## src/rtl/aes_spi_frame_if.sv

```systemverilog
// SPI-slave framing front end for the AES core: shifts in {dir, block, key} MSB-first, hands the fields to the core, then shifts the 128-bit result out on sdo.
// core_start rises SYNC_STAGES+2 clk after load falls and is held until core_ready; done rises 1 clk after core_result_valid.
module aes_spi_frame_if #(
    parameter int K           = 128,
    parameter int INV         = 2,
    parameter int SYNC_STAGES = 2
) (
    input  logic           clk,
    input  logic           reset_n,
    input  logic           sck,
    input  logic           sdi,
    input  logic           load,
    output logic           sdo,
    output logic           done,
    output logic           frame_err,
    output logic           core_start,
    input  logic           core_ready,
    output logic           core_dir,
    output logic [K-1:0]   core_key,
    output logic [127:0]   core_block,
    input  logic [127:0]   core_result,
    input  logic           core_result_valid
);
    localparam int DW    = (INV == 2) ? 8 : 0;
    localparam int FRAME = K + 128 + DW;
    localparam int CW    = $clog2(FRAME + 2);
    localparam logic [CW-1:0] CNT_FRAME = CW'(FRAME);
    localparam logic [CW-1:0] CNT_SAT   = CW'(FRAME + 1);

    typedef enum logic [2:0] {IDLE, SHIFT_IN, CHECK, REQ, WAIT, SHIFT_OUT} state_t;

    state_t                 state, state_nxt;
    logic [SYNC_STAGES-1:0] sck_sync, sdi_sync, load_sync;
    logic                   sck_rise, sck_fall, load_rise, load_fall, sdi_bit;
    logic [FRAME-1:0]       shreg;
    logic [CW-1:0]          bit_cnt;
    logic [127:0]           out_reg;
    logic [6:0]             out_cnt;
    logic [7:0]             dir_byte;
    logic                   frame_ok;

    // Edge events are registered so each one lasts exactly one clk; sdi is
    // captured from the same stage as sck so the bit lines up with its rise.
    always_ff @(posedge clk or negedge reset_n) begin
        if (!reset_n) begin
            sck_sync  <= '0;
            sdi_sync  <= '0;
            load_sync <= '0;
            sck_rise  <= 1'b0;
            sck_fall  <= 1'b0;
            load_rise <= 1'b0;
            load_fall <= 1'b0;
            sdi_bit   <= 1'b0;
        end else begin
            sck_sync  <= {sck_sync[SYNC_STAGES-2:0], sck};
            sdi_sync  <= {sdi_sync[SYNC_STAGES-2:0], sdi};
            load_sync <= {load_sync[SYNC_STAGES-2:0], load};
            sck_rise  <=  sck_sync[SYNC_STAGES-2]  & ~sck_sync[SYNC_STAGES-1];
            sck_fall  <= ~sck_sync[SYNC_STAGES-2]  &  sck_sync[SYNC_STAGES-1];
            load_rise <=  load_sync[SYNC_STAGES-2] & ~load_sync[SYNC_STAGES-1];
            load_fall <= ~load_sync[SYNC_STAGES-2] &  load_sync[SYNC_STAGES-1];
            sdi_bit   <= sdi_sync[SYNC_STAGES-2];
        end
    end

    assign dir_byte = shreg[FRAME-1 -: 8];
    assign frame_ok = (bit_cnt == CNT_FRAME) &&
                      ((INV != 2) || (dir_byte == 8'h00) || (dir_byte == 8'hFF));

    always_ff @(posedge clk or negedge reset_n) begin
        if (!reset_n) state <= IDLE;
        else          state <= state_nxt;
    end

    always_comb begin
        state_nxt = state;
        case (state)
            IDLE:      if (load_rise) state_nxt = SHIFT_IN;
            SHIFT_IN:  if (load_fall) state_nxt = CHECK;
            CHECK:     state_nxt = frame_ok ? REQ : IDLE;
            REQ:       if (core_ready) state_nxt = WAIT;
            WAIT:      if (core_result_valid) state_nxt = SHIFT_OUT;
            SHIFT_OUT: if (sck_fall && out_cnt == 7'd127) state_nxt = IDLE;
            default:   state_nxt = IDLE;
        endcase
        // A new frame start pre-empts whatever is in flight.
        if (load_rise && state != SHIFT_IN) state_nxt = SHIFT_IN;
    end

    always_ff @(posedge clk or negedge reset_n) begin
        if (!reset_n) begin
            shreg      <= '0;
            bit_cnt    <= '0;
            out_reg    <= '0;
            out_cnt    <= '0;
            sdo        <= 1'b0;
            done       <= 1'b0;
            frame_err  <= 1'b0;
            core_start <= 1'b0;
            core_dir   <= 1'b0;
            core_key   <= '0;
            core_block <= '0;
        end else if (load_rise && state != SHIFT_IN) begin
            bit_cnt    <= '0;
            frame_err  <= 1'b0;
            done       <= 1'b0;
            sdo        <= 1'b0;
            core_start <= 1'b0;
        end else begin
            case (state)
                SHIFT_IN: if (sck_rise) begin
                    shreg <= {shreg[FRAME-2:0], sdi_bit};
                    if (bit_cnt != CNT_SAT) bit_cnt <= bit_cnt + CW'(1);
                end
                CHECK: if (!frame_ok) begin
                    frame_err <= 1'b1;
                end else begin
                    core_dir   <= (INV == 2) ? dir_byte[0] : (INV == 1);
                    core_block <= shreg[K +: 128];
                    core_key   <= shreg[K-1:0];
                    core_start <= 1'b1;
                end
                REQ: if (core_ready) core_start <= 1'b0;
                WAIT: if (core_result_valid) begin
                    out_reg <= core_result;
                    sdo     <= core_result[127];
                    done    <= 1'b1;
                    out_cnt <= '0;
                end
                // sdo only moves on sck fall so it is stable across the master's sampling rise.
                SHIFT_OUT: if (sck_fall) begin
                    if (out_cnt == 7'd127) begin
                        done <= 1'b0;
                        sdo  <= 1'b0;
                    end else begin
                        out_reg <= {out_reg[126:0], 1'b0};
                        sdo     <= out_reg[126];
                    end
                    out_cnt <= out_cnt + 7'd1;
                end
                default: ;
            endcase
        end
    end
endmodule

```

## config.mk

```make
export PLATFORM = sky130hd
export DESIGN_NAME = aes_spi_frame_if
export DESIGN_NICKNAME = d
export VERILOG_FILES = /design/src/rtl/aes_spi_frame_if.sv
export SDC_FILE = /design/constraint.sdc
export NUM_CORES = 1
export LEC_CHECK = 0
export CAP_MARGIN = 25
export CORE_MARGIN = 1.5
export CORE_UTILIZATION = 45
export DETAILED_ROUTE_END_ITERATION = 12
export PLACE_DENSITY_LB_ADDON = 0.25
export SETUP_SLACK_MARGIN = 0.3
export SLEW_MARGIN = 30
export SYNTH_ARGS = -nofsm -noshare
export SYNTH_HDL_FRONTEND = slang
export SYNTH_SLANG_ARGS = --single-unit
```

## constraint.sdc

```tcl
create_clock -name clk -period 2.21 [get_ports clk]
set_clock_uncertainty 0.1 [all_clocks]
set_input_delay 0.3315 -clock clk [delete_from_list [all_inputs] [get_ports clk]]
set_output_delay 0.3315 -clock clk [all_outputs]
set_load 0.01 [all_outputs]
```

# Word-level counts from Yosys, hierarchy flattened
# Cells that the tools add are included.
[word_totals]
ff_bits = 681
latchBits = 0
ram_bits = 0
rom_bits = 0
input_bits = 135
out_inout_bits = 261
word_cells = 112
mem_count = 0
[op_classes]
addsub = 2
mul = 0
div = 0
order_cmp = 0
n_eq_ne = 22
shifts = 0
mux = 36
bitwise_logic = 9
reduce_logical = 23
[op_table]
columns = ["cell", "n"]
rows = [
  ["two-way mux 127 bit", 3],
  ["one-hot mux 127 bit (2 select lines)", 1],
  ["two-way mux 9 bit", 4],
  ["!= test 3 bit, second input constant", 8],
  ["two-way mux 3 bit", 6],
  ["one-hot mux 3 bit (6 select lines)", 1],
  ["AND reduction 3 bit", 5],
  ["two-way mux 1 bit", 14],
  ["two-way mux 7 bit", 2],
  ["one-hot mux 7 bit (2 select lines)", 1],
  ["AND reduction 5 bit", 2],
  ["nonzero test 2 bit", 5],
  ["adder 9 x 1 -> 9 bit, second input constant", 1],
  ["== test 9 bit, second input constant", 1],
  ["!= test 9 bit, second input constant", 1],
  ["== test 8 bit, second input constant", 1],
  ["logical NOT 8 bit", 1],
  ["AND reduction 4 bit", 2],
  ["adder 7 x 1 -> 7 bit, second input constant", 1],
  ["== test 7 bit, second input constant", 1],
  ["== test 3 x 2 -> 1 bit, second input constant", 2],
  ["== test 3 bit, second input constant", 2],
  ["!= test 2 bit, second input constant", 3],
  ["one-hot mux 1 bit (2 select lines)", 3],
  ["other kinds (11)", 21],
]

# Logic depth before layout (Yosys ltp)
[depth]
word_depth = 6
ltp_mapped = 9
depth_no_buf = 6

# Least setup slack after synthesis
# Ideal clock, no wire load.
[synth_path]
path_kind = "reg2reg"
start = "register bit_cnt[2]"
end = "register core_block[0]"
setup_time_ns = 0.125
t_arrival_ns = 1.906
t_required_ns = 1.985
slack_ns = 0.079
path_stages_with_launch = 9
path_buffers = 3
path_cell_list = "dfrtp_1 > nor4_1 > nand4b_1 > a211oi_2 > and2_1 > buf_6 > buf_12 > buf_12 > mux2_4"
[synth_via]
elab_chain_cells = 3
[synth_lines]
columns = ["item", "line", "text"]
rows = [
  ["from (decl)", "36", "logic [CW-1:0] bit_cnt;"],
  ["from (signal assigned)", "113", "if (bit_cnt != CNT_SAT) bit_cnt <= bit_cnt + CW'(1);"],
  ["== test 9 bit", "67", "assign frame_ok = (bit_cnt == CNT_FRAME) &&"],
  ["logical AND 1 bit", "67", ""],
  ["AND reduction 3 bit (no source line)", "-", ""],
  ["to (signal assigned)", "119", "core_block <= shreg[K +: 128];"],
  ["to (decl)", "20", "output logic [127:0] core_block,"],
]
# Every way passes these cells.
# A chain may end at the register's enable or synchronous reset.

# Final worst setup path
[layout_path]
start = "register bit_cnt[7]"
end = "register core_block[90]"
# The elaborated chain is that of the path after synthesis.

==> run summary <==
During synthesis, Yosys emitted a total of 0 warnings. The routing layer with the top usage in global route is met2. Entering global routing, the biggest net connects 98 pins.

CTS placed an instance of sky130_fd_sc_hd__clkbuf_16 at the clock tree root. For this configuration, the core starts out at a cell density of 45.3%. The global routing usage summed across all routing layers was 18.6%.

The global routing met3 resource utilization was 3.88%; the die span in y was 252 microns. Summed over all layers, the routed wires come to 61,800 microns. In the synthesized netlist the dominant register cell turns out to be sky130_fd_sc_hd__dfrtp_1. The run gives -0.140 ns as the worst setup margin.

For this run, design rule violations remaining after detail routing come to 0. During I/O placement, the number of pins put on the boundary was 396. The number of detailed-route iterations in the first pass was 4. The count of nets left with antenna violations once routing finished came out at 0. The initial antenna violation count came out at 4. Registers are responsible for 45.5% of the overall power. The instance count of the mapped netlist was 1,829. Once placement completed, the tool counted placed cells totaling 3,005.

TritonCTS built the clock tree. The run gives 61.2% as the portion of the post-synthesis area used by sequential elements. The worst path uses 106% of the clock period.

Detailed routing inserted a total of 16,200 vias. The number of enable flip-flop cells after synthesis was 0. Area of the core: 61,500 sq um.

The placer's final routability congestion estimate was 0.810. The number of max-capacitance violations reported was 0. For the worst setup path, the data arrival time is 2.73 ns. The largest registers in the layout are shreg: 264 flops, core_block: 128 flops, core_key: 128 flops.

After routing, the total negative slack on setup checks comes to -22.34 ns. Critical setup path kind: reg2reg. Transition time of the tightest slew-check pin: 0.649 ns.

The initial DRC count is 697. The worst hold path belongs to the class in2reg. Dividing total power by cell area gives a power density of 858 nW/um^2. In the synthesized netlist the async set-or-reset flop fraction comes to 100%. The logs give 0 for the number of failing hold endpoints at the final stage and 93,500 microns for the global-route wire length before repair.

Clock period minus final worst setup slack: 2.35 ns. The register bit count reported by yosys is 681. The total congestion overflow is 0. From left edge to right edge, the die measures 252 microns. The clock network burns 42.3% of the power.

The number of clock buffers added by TritonCTS is 74. Most common cell after layout, fill and taps aside: sky130_fd_sc_hd__dfrtp_1. In this run the tightest slew margin relative to its limit is 56.6%. Setup repair after global routing could not meet its margin everywhere.

In the routed layout, each cell is associated on average with a via count of 5.08. The worst setup path is launched from a flip-flop. The internal power contribution is 23.9 mW.

After the last flow step, the layout net total stands at 2,480. Global routing consumed, on the met1 layer, 24.7% of the routing resources. The register with the most flip-flops is shreg. Each instance of the synthesized netlist takes up on average 15.2 sq um.

The share of layout cells above drive strength 1 was 34.9%. In this run, the combinational gates consume 12.3% of the power. The worst path required time was 2.59 ns. After synthesis the cells add up to 27,800 sq um. Dividing the detail-routed wire length by the instance count gives 19.4 microns. The number of different library cells in the post-synthesis netlist was 54; the final cell count without fillers was 3,191. Setup violations remaining at the end of the flow were counted as 253. The run gives 426 MHz as the highest achievable clock rate. The checks that failed: negative setup slack. The full die area was 63,400 sq um; the switching part of the total power was 24.4%.

The clock reaches the later pin of the worst-skew pair after 0.59 ns. The number of global-route vias before repair was 16,600; the flip-flop count of the largest register after layout was 264. Clock-pin slew was measured on the worst setup and hold paths at 0.06 ns. The run finished, with violations left. The power spent charging and discharging nets was 7.72 mW; the total number of clock tree sinks was 681. After legalization and detailed placement, the total HPWL measured 40,700 microns. Buffers placed on the I/O ports in this run total 395.

The area growth from synthesis to final layout is 32.6%. Peak supply drop: 707 uV. Of all nets on the critical path, the largest fanout is 8. The longest clock path from root to sink contains 3 buffers. The H-tree generated during clock tree synthesis spans 3 levels. The worst setup path is captured at a flip-flop. The number of nets handed over by synthesis was 1,968. For this design the static power due to leakage is 17.1 nW. In the layout the commonest cells are sky130_fd_sc_hd__dfrtp_1 (678), sky130_fd_sc_hd__clkdlybuf4s50_1 (394), sky130_fd_sc_hd__mux2_2 (296), sky130_fd_sc_hd__mux2_4 (225), sky130_fd_sc_hd__nand2_1 (128). The floorplan has 91 rows. The run gives 0 as the final number of max-transition violations. For the met2 usage, the log shows 30.5%.
==> through the flow <==
| step | area [sq um] | worst slack [ns] | util (%) | hold WS (ns) | power [mW] |
|---|---|---|---|---|---|
| floorplan | 28000 | 0.122 | - | -0.0641 | 16.6 |
| global placement | 33100 | -0.159 | 53.9 | 0.157 | 17.8 |
| detailed placement | 33100 | -0.159 | 53.9 | 0.159 | 18.0 |
| CTS | 36000 | -0.112 | 58.6 | 0.0486 | 31.5 |
| global route | 36900 | -0.238 | 60.0 | 0.0597 | 33.1 |
| finish | 36900 | -0.140 | 60.0 | 0.0904 | 31.7 |
==> cell type report <==
type / instances / area (sq um)
Antenna cell: 3 / 7.51
Clock inverter: 30 / 522
Sequential cell: 681 / 17000
Multi-Input combinational cell: 1029 / 10200
Timing Repair Buffer: 544 / 6020
Clock buffer: 103 / 2140
Inverter: 11 / 41.3
Tap cell: 790 / 988
Fill cell: 4677 / 24600
==> cells in the mapped netlist (2+ instances only) <==
library cell	n	share of area, %
sky130_fd_sc_hd__dfrtp_1	681	61
sky130_fd_sc_hd__mux2_2	321	13
sky130_fd_sc_hd__mux2_4	200	11
sky130_fd_sc_hd__nand2_1	138	1.9
sky130_fd_sc_hd__mux2i_1	126	4.5
sky130_fd_sc_hd__o21ai_0	115	2.1
sky130_fd_sc_hd__buf_2	41	0.74
sky130_fd_sc_hd__o21ai_1	30	0.54
sky130_fd_sc_hd__clkbuf_1	26	0.35
sky130_fd_sc_hd__buf_12	22	1.6
sky130_fd_sc_hd__nor2_1	13	0.18
sky130_fd_sc_hd__buf_4	10	0.27
sky130_fd_sc_hd__inv_1	10	0.13
sky130_fd_sc_hd__buf_6	9	0.36
sky130_fd_sc_hd__nor2b_1	7	0.16
sky130_fd_sc_hd__nand4_1	6	0.13
sky130_fd_sc_hd__nor4_1	6	0.13
sky130_fd_sc_hd__nand3_1	5	0.090
sky130_fd_sc_hd__a21oi_1	4	0.072
sky130_fd_sc_hd__and3_1	4	0.090
sky130_fd_sc_hd__ha_1	4	0.18
sky130_fd_sc_hd__nand2b_1	4	0.090
sky130_fd_sc_hd__o31ai_1	4	0.11
sky130_fd_sc_hd__xor2_1	4	0.13
sky130_fd_sc_hd__a31oi_1	3	0.067
sky130_fd_sc_hd__and2_1	3	0.067
sky130_fd_sc_hd__a211o_1	2	0.063
sky130_fd_sc_hd__nor3_1	2	0.036
sky130_fd_sc_hd__o22a_1	2	0.063
sky130_fd_sc_hd__or2_2	2	0.045
sky130_fd_sc_hd__or3_1	2	0.045
==> power by group through the flow <==
stage               combinational (mW)  clock (mW)  sequential [mW]
floorplan                         2.27           0             14.3
global placement                  3.32           0             14.5
detailed placement                3.45           0             14.6
CTS                               3.46        13.7             14.3
global route                      4.35        14.2             14.5
finish                            3.89        13.4             14.4
==> final timing paths <==
check	cells past startpoint	slack, ns	endpoint	startpoint
worst max register to register	8	-0.14	core_block[90]$_DFFE_PN0P_	bit_cnt[7]$_DFFE_PN0P_
min in group asynchronous	2	0.13	shreg[235]$_DFFE_PN0P_	reset_n
max in group asynchronous	3	1.00	shreg[65]$_DFFE_PN0P_	reset_n
worst min register to register	0	0.24	sdi_bit$_DFF_PN0_	sdi_sync[0]$_DFF_PN0_
worst min-delay path	1	0.09	sdi_sync[0]$_DFF_PN0_	sdi
worst max-delay path	8	-0.14	core_block[90]$_DFFE_PN0P_	bit_cnt[7]$_DFFE_PN0P_
==> critical path, cell delays in order (launching register included) <==
cell,delay (ns)
sky130_fd_sc_hd__dfrtp_1,0.41
sky130_fd_sc_hd__nor4_2,0.34
sky130_fd_sc_hd__nand4b_1,0.19
sky130_fd_sc_hd__a211oi_2,0.21
sky130_fd_sc_hd__and2_4,0.22
sky130_fd_sc_hd__buf_12,0.14
sky130_fd_sc_hd__buf_12,0.16
sky130_fd_sc_hd__clkbuf_16,0.17
sky130_fd_sc_hd__mux2_4,0.29
==> routing by layer <==
metal  vias up  wire, microns
met5         -             10
met4         2           1330
met3        90           2570
met2       301          30700
met1      8310          27200
li1       7511              -
==> kinds of logic after synthesis <==
| kind of cell | after synthesis | synth area share (%) |
|---|---|---|
| flip-flops | 681 | 61.2 |
| multiplexers | 648 | 28.3 |
| AND/OR/NAND/NOR | 199 | 3.23 |
| AO/OA/AOI/OAI | 174 | 3.49 |
| buffers and inverters | 119 | 3.45 |
| XOR/XNOR | 4 | 0.126 |
| adder cells (fa/ha/maj) | 4 | 0.180 |
==> what timing repair did <==
action | CTS | global route
buffers inserted | 7 | 23
gates cloned | 2 | 17
endpoints found under the hold margin | 333 | 0
pin swaps | 0 | 25
hold buffers | 1 | 0
resized for setup | 25 | 95
setup endpoints to repair | 903 | 918
No activity file was read; power rests on OpenSTA's default activity.
